==> config.mk <==
export PLATFORM = sky130hd
export DESIGN_NAME = bcd_event_counter
export DESIGN_NICKNAME = d
export VERILOG_FILES = /design/src/rtl/bcd_event_counter.sv
export SDC_FILE = /design/constraint.sdc
export NUM_CORES = 1
export LEC_CHECK = 0
export BUFFER_PORTS_ARGS = -buffer_cell sky130_fd_sc_hd__buf_2
export CAP_MARGIN = 0
export CORE_MARGIN = 2
export CORE_UTILIZATION = 38
export CTS_CLUSTER_SIZE = 12
export DETAILED_ROUTE_END_ITERATION = 8
export MAX_ROUTING_LAYER = met4
export PLACE_DENSITY_LB_ADDON = 0.1
export SYNTH_ARGS = -nofsm -noshare
export SYNTH_HDL_FRONTEND = slang
export SYNTH_SLANG_ARGS = --single-unit
==> constraint.sdc <==
create_clock -name Clk -period 2.5 [get_ports Clk]
set_input_delay 0.375 -clock Clk [delete_from_list [all_inputs] [get_ports Clk]]
set_output_delay 0.375 -clock Clk [all_outputs]
set_load 0.02 [all_outputs]
==> src/rtl/bcd_event_counter.sv <==
`default_nettype none
// ============================================================================
// Module   : bcd_event_counter
// Purpose  : Multi-digit BCD up/down event counter. Counts rising edges on
//            inc_event / dec_event, with wrap or saturate behaviour at the
//            ends of the range, all-9s / all-0s status flags and a one-cycle
//            wrap pulse aligned with the wrapped value on digits.
// Revision : 1.0 - initial release
// ============================================================================
module bcd_event_counter #(
  parameter int DIGITS   = 2,     // number of BCD digits, 1..8
  parameter bit SATURATE = 1'b0   // 0 = wrap at the ends, 1 = clamp
) (
  input  logic                  Clk,
  input  logic                  Reset,
  input  logic                  inc_event,
  input  logic                  dec_event,
  input  logic                  clear,
  output logic [4*DIGITS-1:0]   digits,
  output logic                  at_max,
  output logic                  at_zero,
  output logic                  wrap_pulse
);

  localparam int c_W = 4 * DIGITS;

  logic [c_W-1:0]    r_digits;
  logic              r_inc_prev;
  logic              r_dec_prev;
  logic              r_wrap;

  logic [DIGITS-1:0] w_is9;
  logic [DIGITS-1:0] w_is0;
  logic [c_W-1:0]    w_inc_digits;
  logic [c_W-1:0]    w_dec_digits;
  logic              w_inc_rise;
  logic              w_dec_rise;
  logic              w_all9;
  logic              w_all0;

  assign w_inc_rise = inc_event & ~r_inc_prev;
  assign w_dec_rise = dec_event & ~r_dec_prev;

  // Per-digit BCD cells. The carry (borrow) into digit i is simply "every
  // lower digit is 9 (0)", so each cell is a prefix-AND rather than a chain.
  genvar gi;
  generate
    for (gi = 0; gi < DIGITS; gi++) begin : g_digit
      logic [3:0] w_d;
      logic       w_cin;
      logic       w_bin;

      assign w_d       = r_digits[4*gi +: 4];
      assign w_is9[gi] = (w_d == 4'd9);
      assign w_is0[gi] = (w_d == 4'd0);

      if (gi == 0) begin : g_ones
        assign w_cin = 1'b1;
        assign w_bin = 1'b1;
      end else begin : g_upper
        assign w_cin = &w_is9[gi-1:0];
        assign w_bin = &w_is0[gi-1:0];
      end

      assign w_inc_digits[4*gi +: 4] = !w_cin        ? w_d  :
                                       w_is9[gi]     ? 4'd0 : (w_d + 4'd1);
      assign w_dec_digits[4*gi +: 4] = !w_bin        ? w_d  :
                                       w_is0[gi]     ? 4'd9 : (w_d - 4'd1);
    end
  endgenerate

  // A carry/borrow out of the top digit happens exactly when all digits are
  // at the end of the range; the wrapped value then falls out of the cells.
  assign w_all9 = &w_is9;
  assign w_all0 = &w_is0;

  // Edge-detect history, count update and registered wrap pulse.
  always_ff @(posedge Clk) begin
    if (Reset) begin
      r_digits   <= '0;
      r_inc_prev <= 1'b0;
      r_dec_prev <= 1'b0;
      r_wrap     <= 1'b0;
    end else begin
      r_inc_prev <= inc_event;
      r_dec_prev <= dec_event;
      r_wrap     <= 1'b0;
      if (clear) begin
        r_digits <= '0;
      end else if (w_inc_rise && w_dec_rise) begin
        r_digits <= r_digits;
      end else if (w_inc_rise) begin
        if (!(w_all9 && SATURATE)) begin
          r_digits <= w_inc_digits;
        end
        r_wrap <= w_all9 && !SATURATE;
      end else if (w_dec_rise) begin
        if (!(w_all0 && SATURATE)) begin
          r_digits <= w_dec_digits;
        end
        r_wrap <= w_all0 && !SATURATE;
      end
    end
  end

  assign digits     = r_digits;
  assign at_max     = w_all9;
  assign at_zero    = w_all0;
  assign wrap_pulse = r_wrap;

endmodule
`default_nettype wire

Word level (Yosys, flattened, before mapping). Index checks and enable logic that the tools add are counted.

Add/sub/neg operators: 4. Multipliers: 0. Div/mod/pow operators: 0. Order comparisons: 0. Equal/unequal tests: 3. Shifts and indexed selects: 0. Muxes and demuxes: 10. Bitwise gates (word level): 5. Reduce and logical (&&, ||, !) cells: 11.

Operator list (number): two-way mux 4 bit (6); two-way mux 8 bit (2); adder 4 x 1 -> 4 bit, second input constant (2); equality test 4 bit, second input constant (2); zero test 4 bit (2); subtractor 4 x 1 -> 4 bit, second input constant (2); AND reduction 2 bit (3); AND reduction 4 bit (1); nonzero test 2 bit (2); NOT 1 bit (3); OR reduction 3 bit (1); AND 1 bit (2); two-way mux 1 bit (2); != test 2 x 1 -> 1 bit, second input constant (1); OR reduction 2 bit (1); logical AND 1 bit (1).

Register bits: 11. Latch bits: 0. Memory bits (writable): 0. Bits in read-only memories: 0. Input port bits: 5. Output and inout bits: 11. Memories kept: 0.

Longest topological paths before layout.
Depth in word-level cells: 5. Depth in mapped cells: 8.

Worst setup path before layout. No wires, ideal clock.

Path type: input -> register. From: input port inc_event. To: register r_digits[7], in the netlist digits[7]. Data arrival time: 1.836 ns. Required time: 2.378 ns. Setup slack: 0.542 ns. Stages: 8. Path buffers: 2. Cell sequence: nand2b_1 -> buf_6 -> inv_6 -> ha_1 -> clkbuf_1 -> nand2_1 -> or2_1 -> o311a_1.

Longest elaborated chain between the ends: 4. Elaborated cells between the ends (all ways): 8. Classes of those cells: 1 x eq/ne; 1 x mux; 2 x bitwise; 4 x reduce/logical.

RTL lines: start, declared (RTL line 16) `input logic inc_event,`; AND 1 bit (*) (RTL line 41) `assign w_inc_rise = inc_event & ~r_inc_prev;`; parallel branches: the longest is 3 deep, another holds AND reduction 4 bit; end signal, assigned (RTL line 91) `r_digits <= r_digits;`; end signal, assigned (RTL line 94) `r_digits <= w_inc_digits;`; end signal, assigned (RTL line 99) `r_digits <= w_dec_digits;`; end, declared (RTL line 27) `logic [c_W-1:0] r_digits;`.

Mark *: on every way between the ends. A chain may end at the register's enable or synchronous reset.

Worst setup path in the final report.
From: register r_inc_prev. To: register r_digits[7], in the netlist digits[7].

Longest elaborated chain between the ends: 5. Elaborated cells between the ends (all ways): 9. Classes of those cells: 1 x eq/ne; 1 x mux; 3 x bitwise; 4 x reduce/logical.

RTL lines: start, declared (RTL line 28) `logic r_inc_prev;`; start signal, assigned (RTL line 85) `r_inc_prev <= inc_event;`; NOT 1 bit (*) (RTL line 41); AND 1 bit (*) (RTL line 41); parallel branches: the longest is 3 deep, another holds AND reduction 4 bit.

Marked as above.

==> metrics.csv <==
metric,value,unit
status,"finished, final reports clean",
dr.pass1.iters,4,
worstReg2RegEnd,digits[7]$_SDFFE_PP0P_,
crit_path_max_incr_delay,0.44,ns
crit_required,2.66,ns
synthMuxAreaShare,0,%
worstRegToRegCells,6,
post_cts_resized,0,
cts_root_buf,clkbuf_4,
clock-sinks,11,
synthFlopType,dfxtp_1,
die_x,48.8,um
gp_congestion,0.879,
filler_cell_count,201,
core,0.00192,mm^2
initial_core_util,39.7,%
area_growth,13.1,%
wl_per_cell,13.5,um
cts_tree,done,
worstMarginPinSlew,0.445,ns
crit_start,r_inc_prev$_SDFF_PP0_,
grt_usage,16.6,%
rows,16,
clock_latency,0.27,ns
synth_compound_area_share,27.9,%
r2r_start,r_inc_prev$_SDFF_PP0_,
vias_per_cell,5.50,
synth-adder-area-share,1.64,%
slew_headroom,70.3,%
crit_fanout,8,
rsz0062_at_grt,false,
ys_warn_count,0,
yosys.area_share.simple,30.5,%
grt_pass1_vias,700,
async_reset_ff_share,0,%
drt-initial-drc-count,10,
ys_ff_latch,11,
setup_tns,0,ns
ys_seq_area_share,28.9,%
cp_cell_sequence,nand2b_1 > inv_6 > ha_1 > nand2_1 > or2_1 > o311a_1,
synth-edff-count,0,
ant_nets,0,
synth_top_family_by_area,simple AND/OR/NAND/NOR gates,
slew_violations,0,
fmax,0.503,GHz
worstSetupEndpoint,digits[7]$_SDFFE_PP0P_,
final_nets,113,
finalSetupViolCount,0,
crit_slowest_cell,ha_1,
finalPower,428,uW
gr-total-overflow,0,
skew,0.00232,ns
syn_nets,100,
place.port_buffers,15,
place_inst,129,
critPathKind,reg -> reg,
cts_buffers,3,
drc,0,
hold_viol_final,0,
reg2reg_slack,0.51,ns
syn_inst,94,
min_period,1.99,ns
cts_max_path_buffers,2,
netlist_area,763,um^2
layout-drive-gt1-share,27.4,%
p_leak,0.351,nW
cap_violations,0,
mostFrequentLayoutCells,"15 x buf_2, 11 x dfxtp_1, 10 x nor2_1",
clk_pin_slew_worst_paths,0.07,ns
worstHoldPathType,in -> reg,
critPathArrivalTime,2.15,ns
io_pins,16,
grt_max_degree,16,
syn_avg_cell_area,8.12,um^2
fin_util,44.9,%
cts_hold_buf,0,
grt_pass1_wl,3070,um
cts_htree_levels,1,
vdd_drop_max,0.342,mV
via_count,732,
synth_cell_types,44,
die_h,48.8,um
cp-start-kind,flip-flop,
dieArea,0.00238,mm^2
p_per_area,496,mW/mm^2
endpoint_kind,flip-flop,
grt_antenna_before_repair,0,
finalCritPeriodShare,79.5,%
diodes,0,
drt-total-wl,1790,um
detailed_place_hpwl,1310,um
postCtsSetupRepairBufs,0,
stdcell_count,133,
yosys.area_share.xor_xnor,3.44,%
final_common_cell,buf_2,
==> layout make-up <==
type | count | area (um^2) | area share [%]
multi-input combinational | 72 | 484 | 56.1
sequential | 11 | 220 | 25.5
timing repair buffer | 16 | 82.6 | 9.57
tap | 27 | 33.8 | 3.91
clock buffer | 4 | 26.3 | 3.04
inverter | 3 | 16.3 | 1.88
==> stage by stage <==
stage               hold WS (ns)  cell area, um^2  setup slack (ns)
floorplan                  0.447              763             0.542
global placement           0.542              837             0.483
detailed placement         0.533              837             0.401
CTS                        0.312              863             0.511
global route               0.317              863             0.389
finish                     0.325              863             0.513
==> worst max-delay path, delay by kind of cell (launching register included) <==
kind            cells  cell delay [ns]
compound gates      1             0.34
fa+ha+maj           1             0.44
buf+inv             1             0.07
flops               1             0.34
simple gates        3             0.68
==> Yosys cell counts (all sizes together), types with 3 or more instances <==
cell,number,area [um^2]
inv,3,16.3
o21ai,5,25.0
nand2,4,15.0
nor3b,3,22.5
nor2b,4,25.0
nor2,10,37.5
dfxtp,11,220
buf,4,26.3
clkbuf,4,16.3
a21oi,4,20.0
nand3,3,15.0
==> where the power goes <==
group / switching [mW] / total [mW] / internal, mW
logic: 0.0633 / 0.108 / 0.0442
registers: 0.0155 / 0.198 / 0.182
clock network: 0.0610 / 0.123 / 0.0618
total: 0.140 / 0.428 / 0.288
==> kinds of logic (layout without fill, tap and decap cells) <==
logic type	count (synthesis)	in the layout
flops	11	11
xor+xnor	3	3
fa+ha+maj	1	1
buf+inv	11	23
compound gates	27	27
simple gates	41	41
==> worst min-delay path by stage <==
stage	endpoint	start	slack (ns)	cells past startpoint
6_report	r_inc_prev$_SDFF_PP0_	Reset	0.32	2
5_1_grt	r_inc_prev$_SDFF_PP0_	Reset	0.32	2
4_1_cts	r_inc_prev$_SDFF_PP0_	Reset	0.31	2
3_5_place_dp	wrap_pulse$_SDFF_PP0_	r_dec_prev$_SDFF_PP0_	0.53	3
3_3_place_gp	digits[6]$_SDFFE_PP0P_	digits[6]$_SDFFE_PP0P_	0.54	2
2_1_floorplan	r_dec_prev$_SDFF_PP0_	Reset	0.45	1
==> routing by layer <==
layer | vias to the layer above | routed length [um] | global-route usage, %
li1 | 371 | - | -
met1 | 339 | 810 | 19.0
met2 | 17 | 825 | 26.7
met3 | 5 | 107 | 4.91
met4 | 0 | 46 | 7.62
met5 | - | 0 | -
==> flip-flops by register name, indices dropped and copies added, names as in the netlist <==
signal,cells
r_inc_prev,1
digits,8
wrap_pulse,1
r_dec_prev,1
Power figures use the tool's default switching activity.
